### src/rtl/mult_share_arbiter.sv
// Round-robin arbiter sharing one 16x4 shift-add multiplier among
// NUM_REQ requesters; returns product and a one-cycle ack per grant.
//
// Ports:
//   clock, reset             rising-edge clock, sync active-high reset
//   req[NUM_REQ]             level requests, held until ack
//   req_mult/req_mcand       packed per-requester operands (16b / 4b)
//   ack[NUM_REQ]             completion pulse to the served requester
//   result[20], err          product / timeout flag, valid with ack
//   busy, grant_id[3]        not-idle flag, current/last winner
//   mul_St/Mult/Mcand        start and operands to the multiplier
//   mul_product/mul_Done     multiplier result and completion
module mult_share_arbiter #(
    parameter int NUM_REQ = 4,
    parameter int TIMEOUT = 64
) (
    input  logic                   clock,
    input  logic                   reset,
    input  logic [NUM_REQ-1:0]     req,
    input  logic [16*NUM_REQ-1:0]  req_mult,
    input  logic [4*NUM_REQ-1:0]   req_mcand,
    output logic [NUM_REQ-1:0]     ack,
    output logic [19:0]            result,
    output logic                   err,
    output logic                   busy,
    output logic [2:0]             grant_id,
    output logic                   mul_St,
    output logic [15:0]            mul_Mult,
    output logic [3:0]             mul_Mcand,
    input  logic [19:0]            mul_product,
    input  logic                   mul_Done
);

    localparam int CW = $clog2(TIMEOUT) + 1;
    localparam int IW = $clog2(NUM_REQ);

    typedef enum logic [2:0] {
        S_IDLE, S_ISSUE, S_BLANK, S_WAIT, S_RESP
    } state_t;

    state_t          r_state;
    state_t          w_next;
    logic [2:0]      r_rr;
    logic [2:0]      r_grant;
    logic [CW-1:0]   r_cnt;
    logic [19:0]     r_result;
    logic            r_err;
    logic [15:0]     r_mult;
    logic [3:0]      r_mcand;

    logic            w_found;
    logic [2:0]      w_win;
    logic [15:0]     w_mult;
    logic [3:0]      w_mcand;
    logic            w_timeout;
    logic [15:0]     w_opm [NUM_REQ];
    logic [3:0]      w_opc [NUM_REQ];

    for (genvar g = 0; g < NUM_REQ; g++) begin : g_ops
        assign w_opm[g] = req_mult[g*16 +: 16];
        assign w_opc[g] = req_mcand[g*4 +: 4];
    end

    // Scan starting at the rr pointer; first active request wins.
    always_comb begin
        int idx;
        w_found = 1'b0;
        w_win   = r_rr;
        w_mult  = '0;
        w_mcand = '0;
        idx     = 0;
        for (int k = 0; k < NUM_REQ; k++) begin
            idx = int'(r_rr) + k;
            if (idx >= NUM_REQ)
                idx = idx - NUM_REQ;
            if (!w_found && req[idx[IW-1:0]]) begin
                w_found = 1'b1;
                w_win   = 3'(idx);
                w_mult  = w_opm[idx[IW-1:0]];
                w_mcand = w_opc[idx[IW-1:0]];
            end
        end
    end

    assign w_timeout = (r_cnt == CW'(TIMEOUT - 1));

    always_ff @(posedge clock) begin
        if (reset)
            r_state <= S_IDLE;
        else
            r_state <= w_next;
    end

    // St and ack are gated by reset so an abort never leaks a pulse.
    always_comb begin
        w_next = r_state;
        mul_St = 1'b0;
        ack    = '0;
        busy   = (r_state != S_IDLE);
        unique case (r_state)
            S_IDLE:  if (w_found) w_next = S_ISSUE;
            S_ISSUE: begin
                mul_St = !reset;
                w_next = S_BLANK;
            end
            S_BLANK: w_next = S_WAIT;
            S_WAIT:  if (mul_Done || w_timeout) w_next = S_RESP;
            S_RESP: begin
                if (!reset)
                    ack = NUM_REQ'(1) << r_grant;
                w_next = S_IDLE;
            end
            default: w_next = S_IDLE;
        endcase
    end

    always_ff @(posedge clock) begin
        if (reset) begin
            r_rr     <= '0;
            r_grant  <= '0;
            r_cnt    <= '0;
            r_result <= '0;
            r_err    <= 1'b0;
            r_mult   <= '0;
            r_mcand  <= '0;
        end else begin
            unique case (r_state)
                S_IDLE: begin
                    if (w_found) begin
                        r_grant <= w_win;
                        r_mult  <= w_mult;
                        r_mcand <= w_mcand;
                    end
                end
                // Done may be stale from the prior op here; ignore it.
                S_BLANK: r_cnt <= '0;
                S_WAIT: begin
                    r_cnt <= r_cnt + 1'b1;
                    if (mul_Done) begin
                        r_result <= mul_product;
                        r_err    <= 1'b0;
                    end else if (w_timeout) begin
                        r_result <= '0;
                        r_err    <= 1'b1;
                    end
                end
                S_RESP: begin
                    if (r_grant == 3'(NUM_REQ - 1))
                        r_rr <= '0;
                    else
                        r_rr <= r_grant + 3'd1;
                end
                default: ;
            endcase
        end
    end

    assign result    = r_result;
    assign err       = r_err;
    assign grant_id  = r_grant;
    assign mul_Mult  = r_mult;
    assign mul_Mcand = r_mcand;

endmodule

### config.mk
export PLATFORM = sky130hd
export DESIGN_NAME = mult_share_arbiter
export DESIGN_NICKNAME = d
export VERILOG_FILES = /design/src/rtl/mult_share_arbiter.sv
export SDC_FILE = /design/constraint.sdc
export NUM_CORES = 1
export LEC_CHECK = 0
export BUFFER_PORTS_ARGS = -buffer_cell sky130_fd_sc_hd__buf_2
export CORE_MARGIN = 5
export CORE_UTILIZATION = 36
export DETAILED_ROUTE_END_ITERATION = 12
export HOLD_SLACK_MARGIN = 0.08
export PLACE_DENSITY = 0.65
export REMOVE_ABC_BUFFERS = 1
export SETUP_SLACK_MARGIN = 0.3
export SLEW_MARGIN = 20
export SYNTH_ARGS = -nofsm -noshare
export SYNTH_HDL_FRONTEND = slang
export SYNTH_SLANG_ARGS = --single-unit
### constraint.sdc
create_clock -name clock -period 4.1 [get_ports clock]
set_clock_uncertainty 0.1 [all_clocks]
set_input_delay 0.41 -clock clock [delete_from_list [all_inputs] [get_ports clock]]
set_output_delay 0.41 -clock clock [all_outputs]
set_load 0.01 [all_outputs]
==> results.yml, run 1 <==
floorplanning:
  ioPinCount: 157
  start_util_pct: 37.0
  die_y_um: 127
  dieArea_um2: 16200
  rows: 42
  core_area_um2: 13400
  die_x_um: 127
critical_path:
  crit_path_end: "mul_Mult[2]"
  reg2reg_from: "r_rr[0]"
  cp-start-kind: "flop"
  path_depth: 5
  end_kind: "flop"
  crit_fanout: 32
  worstReg2RegEnd: "mul_Mult[2]"
  critPathArrivalTime_ps: 3410
  path_cells: "buf_4 > mux4_2 > nor2_2 > o211ai_1 > a311oi_1"
  required_ps: 4220
  worstSetupPathType: "reg2reg"
  startpoint: "r_rr[0]"
  r2r_cells: 5
  crit_slowest_cell: "nor2_2"
  reg2reg_slack_ps: 800
  slowest_delay_ps: 890
  crit_family: "simple AND/OR/NAND/NOR gates"
  crit_buf_inv: 1
sta:
  finalSetupTns_ps: 0
  layout_setup_ws_ps: 804
  grt_setup_unrepaired: "no"
  finalSetupViolCount: 0
  fin_crit_ps: 3300
  slew_headroom_pct: 30.1
  fmax_ghz: 0.303
  report.final.slew_viol_count: 0
  fin_crit_sh_pct: 80.4
  tightest_slew_ps: 1050
  whs_ps: 237
  hold_violations: 0
power:
  clockPowerShare_pct: 44.3
  power-per-cell-area_nw_per_um2: 309
  combinationalPowerShare_pct: 22.6
  ir_worst_vdd_mv: 0.202
  swShare_pct: 27.2
  p_seq_share_pct: 33.1
  p_leak_uw: 0.00221
  p_int_uw: 1370
  total_power_uw: 1890
  power_switching_uw: 514
final_layout:
  drive_gt1_share_pct: 45.4
  syn_to_final_growth_pct: 23.1
  num_antenna_cells: 0
  instances_no_fill: 773
  final_nets: 706
clock_network:
  cts.repair.resized: 0
  cts.sinks: 57
  cts_hold_buf: 0
  clock_path_buffers: 2
  clkTransAtPathRegs_ps: 50
  clock_latency_ps: 320
  cts_buffers: 9
  cts_max_level: 3
  post_cts_buffers: 0
  cts_tree: "built"
  root_buffer: "clkbuf_16"
synth:
  synthTopCellsByCount: "mux4_2 (84), dfxtp_1 (57), a21oi_1 (35)"
  synth_seq_cells: 57
  yosysSeqAreaShare_pct: 23.0
  synthArstFlopShare_pct: 0
  netlist_instances: 469
  synth_edf_count: 0
  synth_cell_types: 39
  yosysMostFrequentCell: "mux4_2"
  syn_area_um2: 4960
  synth_top_cell_area_share_pct: 38.1
  ys_top_cells_by_area: "mux4_2 (38%), dfxtp_1 (23%), a21oi_1 (3.5%), a311oi_1 (3.4%), o211ai_1 (3.2%)"
  synth_top_cell_by_area: "mux4_2"
  synth.avg_cell_area_um2: 10.6
  yosysWarnings: 0
  synth_top_flop_cell: "dfxtp_1"
run_status:
  status: "complete, no violations"
worst_hold_path:
  hold_path.class: "in2reg"
placed_design:
  dp.cells: 757
  portBuffers: 156
  gp_congestion: 0.855
  dp_hpwl_um: 10400
  place_ws_ps: 797
detailed_routing:
  vias: 4721
  drt_wl_total_um: 14800
  wl_per_cell_um: 19.1
  via_per_inst: 6.11
  drc_errors: 0
  dr.pass1.iters: 5
  drt_iter0_drc: 300
  ant_nets: 0
global_routing:
  grt_pass1_wl_um: 24100
  grt_overflow: 0
  grt_pass1_vias: 4875
  grt_max_degree: 63
  antenna_found_initial: 1
  track_usage_pct: 17.9
job:
  maxCapViolCount: 0
==> power by group through the flow <==
| stage | clock [uW] | combinational, uW | sequential [uW] |
|---|---|---|---|
| after floorplan | 0 | 218 | 647 |
| after global placement | 0 | 411 | 634 |
| after detailed placement | 0 | 426 | 635 |
| after CTS | 857 | 427 | 624 |
| after global routing | 875 | 466 | 628 |
| final | 837 | 427 | 624 |
==> layout make-up <==
type	instances	area (um^2)
inverters	11	41.3
repair buffers	163	836
clock inverters	4	72.6
fillers	1277	7290
flip-flops and latches	57	1150
well taps	176	220
clock buffers	12	268
multi-input cells	350	3520
==> state kept, by name (all words and copies together), names as in the netlist <==
name       cells
result        20
mul_Mult      16
r_cnt          7
mul_Mcand      4
grant_id       3
r_rr           3
r_state        3
err            1
==> worst register-to-register path, cell delays in order, from the launching register on <==
cell	delay [ps]
dfxtp_4	340
buf_4	430
mux4_2	870
nor2_2	890
o211ai_1	220
a311oi_1	350
==> how the worst min path moves through the flow <==
stage / from / end / slack (ps) / cells past startpoint
2_1_floorplan: r_rr[2] / r_rr[2] / 320 / 2
3_3_place_gp: r_rr[2] / r_rr[2] / 340 / 2
3_5_place_dp: r_rr[2] / r_rr[2] / 350 / 2
4_1_cts: mul_product[8] / result[8] / 220 / 3
5_1_grt: mul_product[8] / result[8] / 240 / 3
6_report: mul_product[8] / result[8] / 240 / 3
==> stage by stage <==
stage               area, um^2  util (%)
detailed placement        5760      43.0
global route              6110      45.6
CTS                       6100      45.6
global placement          5760      43.0
finish                    6110      45.6
floorplan                 4690         -
==> cell families after synthesis <==
group | share of synthesized area, %
compound gates | 18.4
fa+ha+maj | 1.77
buf+inv | 6.28
flops | 23.0
mux | 39.1
simple gates | 11.4
==> routing by layer <==
layer,up-vias,GRT usage (%),part of all wire [%]
met3,19,4.55,9.5
met1,2313,22.7,41
met4,2,6.06,1.5
met2,259,29.9,48
li1,2128,-,-
met5,-,0,0.074
==> cell usage in the layout (no fill, tap or decap), types with 2 or more instances in the layout <==
cell type and instances:
nand2_1 32, a21oi_1 35, inv_1 11, or4_1 2, nor2_2 2, ha_1 6
and2_1 4, o21a_1 3, buf_2 155, o211ai_1 21, o31a_1 2, bufinv_16 2
buf_4 8, nor2_1 31, a21o_1 2, or3_1 2, a22oi_1 19, o21ai_0 27
a32o_1 2, mux2i_1 5, nor3_1 5, mux4_2 84, dfxtp_1 55, nand3_1 4
nand2b_1 22, nor4_1 5, a211o_1 2, o22ai_1 2, a311oi_1 19, clkbuf_16 10
No activity file was read; power rests on OpenSTA's default activity.
==> run 2: changes to the inputs <==
clock period = 3.15 ns   (was 4.1 ns; I/O delays follow)
==> results.yml, run 2 (synthesis results as in run 1) <==
critical_path:
  crit_path_end: "mul_Mult[6]"
  r2r_cells: 6
  required_ps: 3230
  cp-start-kind: "flop"
  worstSetupPathType: "reg2reg"
  critPathArrivalTime_ps: 2730
  end_kind: "flop"
  reg2reg_from: "r_rr[1]"
  worstReg2RegEnd: "mul_Mult[6]"
  reg2reg_slack_ps: 500
  crit_fanout: 20
  startpoint: "r_rr[1]"
placed_design:
  gp_congestion: 0.849
  dp.cells: 763
  dp_hpwl_um: 10900
  dpl_cell_area_um2: 5820
  portBuffers: 156
global_routing:
  grt_max_degree: 58
  antenna_found_initial: 0
  grt_pass1_wl_um: 24500
  grt_pass1_vias: 4856
  grt_overflow: 0
  track_usage_pct: 18.6
detailed_routing:
  vias: 4709
  drc_errors: 0
  drt_iter0_drc: 330
  ant_nets: 0
  via_per_inst: 6.04
  wl_per_cell_um: 19.4
  dr.pass1.iters: 4
  drt_wl_total_um: 15100
sta:
  fin_crit_ps: 2650
  finalSetupViolCount: 0
  grt_setup_unrepaired: "no"
  fmax_ghz: 0.378
  report.final.slew_viol_count: 0
  slew_headroom_pct: 36.8
  whs_ps: 140
  fin_crit_sh_pct: 84.0
  tightest_slew_ps: 945
  hold_violations: 0
clock_network:
  cts.sinks: 57
  root_buffer: "clkbuf_16"
  cts_buffers: 9
  clock_latency_ps: 320
  cts_tree: "built"
  cts_max_level: 3
  cts_hold_buf: 0
  clkTransAtPathRegs_ps: 60
  clock_path_buffers: 2
  post_cts_buffers: 0
power:
  p_leak_uw: 0.00224
  ir_worst_vdd_mv: 0.240
  p_seq_share_pct: 33.1
  combinationalPowerShare_pct: 23.2
  power_switching_uw: 713
  p_int_uw: 1740
  clockPowerShare_pct: 43.7
  power-per-cell-area_nw_per_um2: 397
  swShare_pct: 29.1
  total_power_uw: 2450
job:
  maxCapViolCount: 0
final_layout:
  largest_reg_flops: 20
  post-route-util_pct: 46.0
  final_common_cell: "buf_2"
  instances_no_fill: 779
  final_nets: 712
  mostFrequentLayoutCells: "buf_2 (156), mux4_2 (84), dfxtp_1 (55)"
  drive_gt1_share_pct: 46.1
  stdcell_area_um2: 6170
  syn_to_final_growth_pct: 24.3
  num_antenna_cells: 0
floorplanning:
  die_y_um: 127
  die_x_um: 127
  dieArea_um2: 16200
  core_area_um2: 13400
  start_util_pct: 37.0
  ioPinCount: 157
  rows: 42
worst_hold_path:
  hold_path.class: "in2reg"
run_status:
  status: "complete, no violations"
==> run 2: cell count changes in the layout (fill, tap and decap cells not counted), sizes merged <==
cell / delta
buf: +6
clkbuf: -3
clkinv: +1
inv: +2
==> run 2: worst max-delay path, cell delays in order (launching register included) <==
cell	delay (ps)
dfxtp_2	450
inv_1	90
ha_2	380
mux4_2	630
o41a_4	650
nor2_1	140
a311oi_1	60
==> run 2: how the worst min path moves through the flow <==
stage / startpoint / endpoint / slack (ps) / cells past startpoint
final: mul_product[17] / result[17] / 140 / 3
after global placement: r_rr[2] / r_rr[2] / 330 / 2
after global routing: mul_product[6] / result[6] / 130 / 3
after detailed placement: r_rr[2] / r_rr[2] / 350 / 2
after CTS: mul_product[17] / result[17] / 130 / 3
after floorplan: reset / r_cnt[2] / 280 / 1
==> run 2: final cells by class <==
class | instances | area, um^2
tap | 176 | 220
multi-input combinational | 350 | 3540
sequential | 57 | 1150
clock buffer | 9 | 225
timing repair buffer | 169 | 891
fill | 1239 | 7230
inverter | 11 | 41.3
clock inverter | 7 | 103
==> run 2: repair_timing <==
action / in CTS / in global routing
gates resized for setup: 2 / 2
pin swaps: 0 / 0
endpoints found under the setup margin: 18 / 18
==> run 2: routing by layer <==
metal / up-vias / wire length (um) / global-route usage [%]
li1: 2147 / - / -
met1: 2322 / 6350 / 24.3
met2: 223 / 7290 / 31.2
met3: 17 / 1220 / 3.88
met4: 0 / 229 / 5.87
met5: - / 0 / 0
==> run 2: stage by stage <==
step / setup slack, ps / TNS (ps)
floorplan: -4060 / -94870
global placement: 354 / 0
detailed placement: 285 / 0
CTS: 401 / 0
global route: 371 / 0
finish: 503 / 0
==> run 2: power by group through the flow <==
stage	registers (uW)	clock network, uW	logic, uW
5_1_grt	817	1140	624
4_1_cts	811	1090	566
2_1_floorplan	842	0	284
3_3_place_gp	826	0	541
6_report	810	1070	569
3_5_place_dp	826	0	565
==> run 3: changes to the inputs <==
ABC_AREA = 1   (was default)
PLACE_DENSITY = 0.64   (was 0.65)
clock period = 2.5 ns   (was 3.15 ns; I/O delays follow)
==> results.yml, run 3 <==
critical_path:
  reg2reg_from: "r_rr[0]"
  crit_buf_inv: 4
  crit_family: "simple AND/OR/NAND/NOR gates"
  startpoint: "r_rr[0]"
  critPathArrivalTime_ps: 2130
  crit_slowest_cell: "dfxtp_4"
  worstSetupPathType: "reg2reg"
  path_cells: "inv_4 > ha_4 > inv_2 > buf_8 > nand3_1 > nand2_2 > nor2_4 > nor2_4 > buf_4 > nand2_1 > nor2_1 > nor2_1"
  reg2reg_slack_ps: 490
  end_kind: "flop"
  cp-start-kind: "flop"
  slowest_delay_ps: 390
  worstReg2RegEnd: "grant_id[0]"
  r2r_cells: 12
  path_depth: 12
  crit_fanout: 18
  required_ps: 2620
sta:
  finalSetupViolCount: 0
  tightest_slew_ps: 429
  slew_headroom_pct: 71.2
  fin_crit_ps: 2010
  hold_violations: 0
  grt_setup_unrepaired: "no"
  report.final.slew_viol_count: 0
  fin_crit_sh_pct: 80.5
  fmax_ghz: 0.497
  layout_setup_ws_ps: 489
detailed_routing:
  vias: 6716
  ant_nets: 0
  drt_iter0_drc: 389
  wl_per_cell_um: 12.6
  drt_wl_total_um: 17500
  via_per_inst: 4.86
  drc_errors: 0
  dr.pass1.iters: 5
synth:
  syn_area_um2: 5400
  synth_edf_count: 0
  synth_top_flop_cell: "dfxtp_1"
  synth.avg_cell_area_um2: 5.19
  synth_top_cell_by_area: "nand2_1"
  ys_top_cells_by_area: "nand2_1 (31%), dfxtp_1 (21%), nand3_1 (16%), inv_1 (8.6%), a21oi_1 (4.9%)"
  synthTopCellsByCount: "nand2_1 (449), nand3_1 (175), inv_1 (123)"
  synthArstFlopShare_pct: 0
  yosysMostFrequentCell: "nand2_1"
  yosysSeqAreaShare_pct: 21.2
  synth_seq_cells: 57
  netlist_instances: 1040
  synth_top_cell_area_share_pct: 31.2
  yosysWarnings: 0
  synth_cell_types: 29
worst_hold_path:
  hold_end: "result[0]"
  hold_path.class: "in2reg"
  hold_path_startpoint: "mul_product[0]"
  min_path_cells: 3
power:
  ir_worst_vdd_mv: 0.284
  power_switching_uw: 956
  p_seq_share_pct: 33.3
  p_int_uw: 2060
  power-per-cell-area_nw_per_um2: 437
  swShare_pct: 31.7
  total_power_uw: 3020
  clockPowerShare_pct: 40.1
  p_leak_uw: 0.00383
  combinationalPowerShare_pct: 26.6
final_layout:
  fill_cells: 1586
  final_common_cell: "nand2_1"
  ff_latch_area_um2: 1150
  syn_to_final_growth_pct: 27.9
  post-route-util_pct: 47.1
  final_nets: 1306
  stdcell_area_um2: 6900
  instances_no_fill: 1383
  drive_gt1_share_pct: 18.4
  multiInputGateArea_um2: 3470
  largest_reg_flops: 20
  mostFrequentLayoutCells: "nand2_1 (447), nand3_1 (175), buf_2 (156)"
clock_network:
  cts_tree: "built"
  root_buffer: "clkbuf_16"
  post_cts_buffers: 0
  clkTransAtPathRegs_ps: 50
  cts.sinks: 57
  clock_path_buffers: 2
  clock_latency_ps: 320
  cts_max_level: 3
  cts_buffers: 9
floorplanning:
  core_area_um2: 14600
  start_util_pct: 36.8
  die_x_um: 132
  die_y_um: 132
  rows: 44
  ioPinCount: 157
  dieArea_um2: 17500
global_routing:
  grt_overflow: 0
  antenna_found_initial: 2
  grt_pass1_vias: 6266
  grt_pass1_wl_um: 28900
  track_usage_pct: 19.3
  grt_max_degree: 44
placed_design:
  dp_hpwl_um: 12600
  gp_congestion: 0.848
  place_ws_ps: 252
  portBuffers: 156
  dpl_cell_area_um2: 6310
  dp.cells: 1345
run_status:
  status: "complete, no violations"
job:
  maxCapViolCount: 0
## run 3: cell count changes after synthesis, sizes merged, moves of 22 or more
cell,previous run,this run
nand2b,22,0
mux4,84,0
nor2,34,56
nand2,32,451
nand3,4,176
inv,11,127
## run 3: repair_timing
action | 4_1_cts | 5_1_grt
hold buffers | 18 | 0
resized for setup | 2 | 17
gates cloned | 0 | 2
endpoints found under the hold margin | 18 | 0
endpoints found under the setup margin | 20 | 23
## run 3: metrics by stage
stage               hold WS [ps]  TNS, ps
floorplan                    212   -75280
global placement             346        0
detailed placement           352        0
CTS                         81.9        0
global route                88.6        0
finish                      81.0        0
## run 3: logic make-up after synthesis
family	count (synthesis)	share of synthesized area [%]
flops	57	21.2
buf+inv	192	15.1
fa+ha+maj	7	1.62
compound gates	92	9.04
simple gates	692	53.0
## run 3: how the worst max path moves through the flow
stage | endpoint | slack, ps
after floorplan | mul_Mult[14] | -3190
after global placement | mul_Mult[10] | 310
after detailed placement | mul_Mult[1] | 250
after CTS | mul_Mult[10] | 300
after global routing | grant_id[0] | 330
final | grant_id[0] | 490
## run 3: worst reg2reg max path, cell delays in order (launching register included)
cell     delay [ps]
dfxtp_4         390
inv_4            60
ha_4            250
inv_2            80
buf_8           160
nand3_1         100
nand2_2         140
nor2_4           70
nor2_4          160
buf_4           200
nand2_1          60
nor2_1           80
nor2_1           40
## run 3: area by class of cell
cell class                      instances  area share (%)
Clock buffer                           12            4.02
Inverter                              128            7.12
Multi-Input combinational cell        791            50.2
Clock inverter                          4           0.344
Tap cell                              184            3.34
Timing Repair inverter                  1           0.109
Timing Repair Buffer                  204            18.2
Sequential cell                        57            16.6
Antenna cell                            2          0.0725
## run 3: power by group through the flow
| stage | logic (uW) | clock network, uW | registers [uW] |
|---|---|---|---|
| 6_report | 802 | 1210 | 1010 |
| 4_1_cts | 787 | 1240 | 1010 |
| 3_3_place_gp | 756 | 0 | 1020 |
| 3_5_place_dp | 759 | 0 | 1020 |
| 5_1_grt | 917 | 1290 | 1010 |
| 2_1_floorplan | 422 | 0 | 1040 |
## run 3: routing by layer
metal,global-route usage [%],wire length (um),vias up
li1,-,-,3557
met1,24.7,7920,2927
met2,32.6,8120,197
met3,3.00,922,35
met4,7.62,497,0
met5,0,0,-
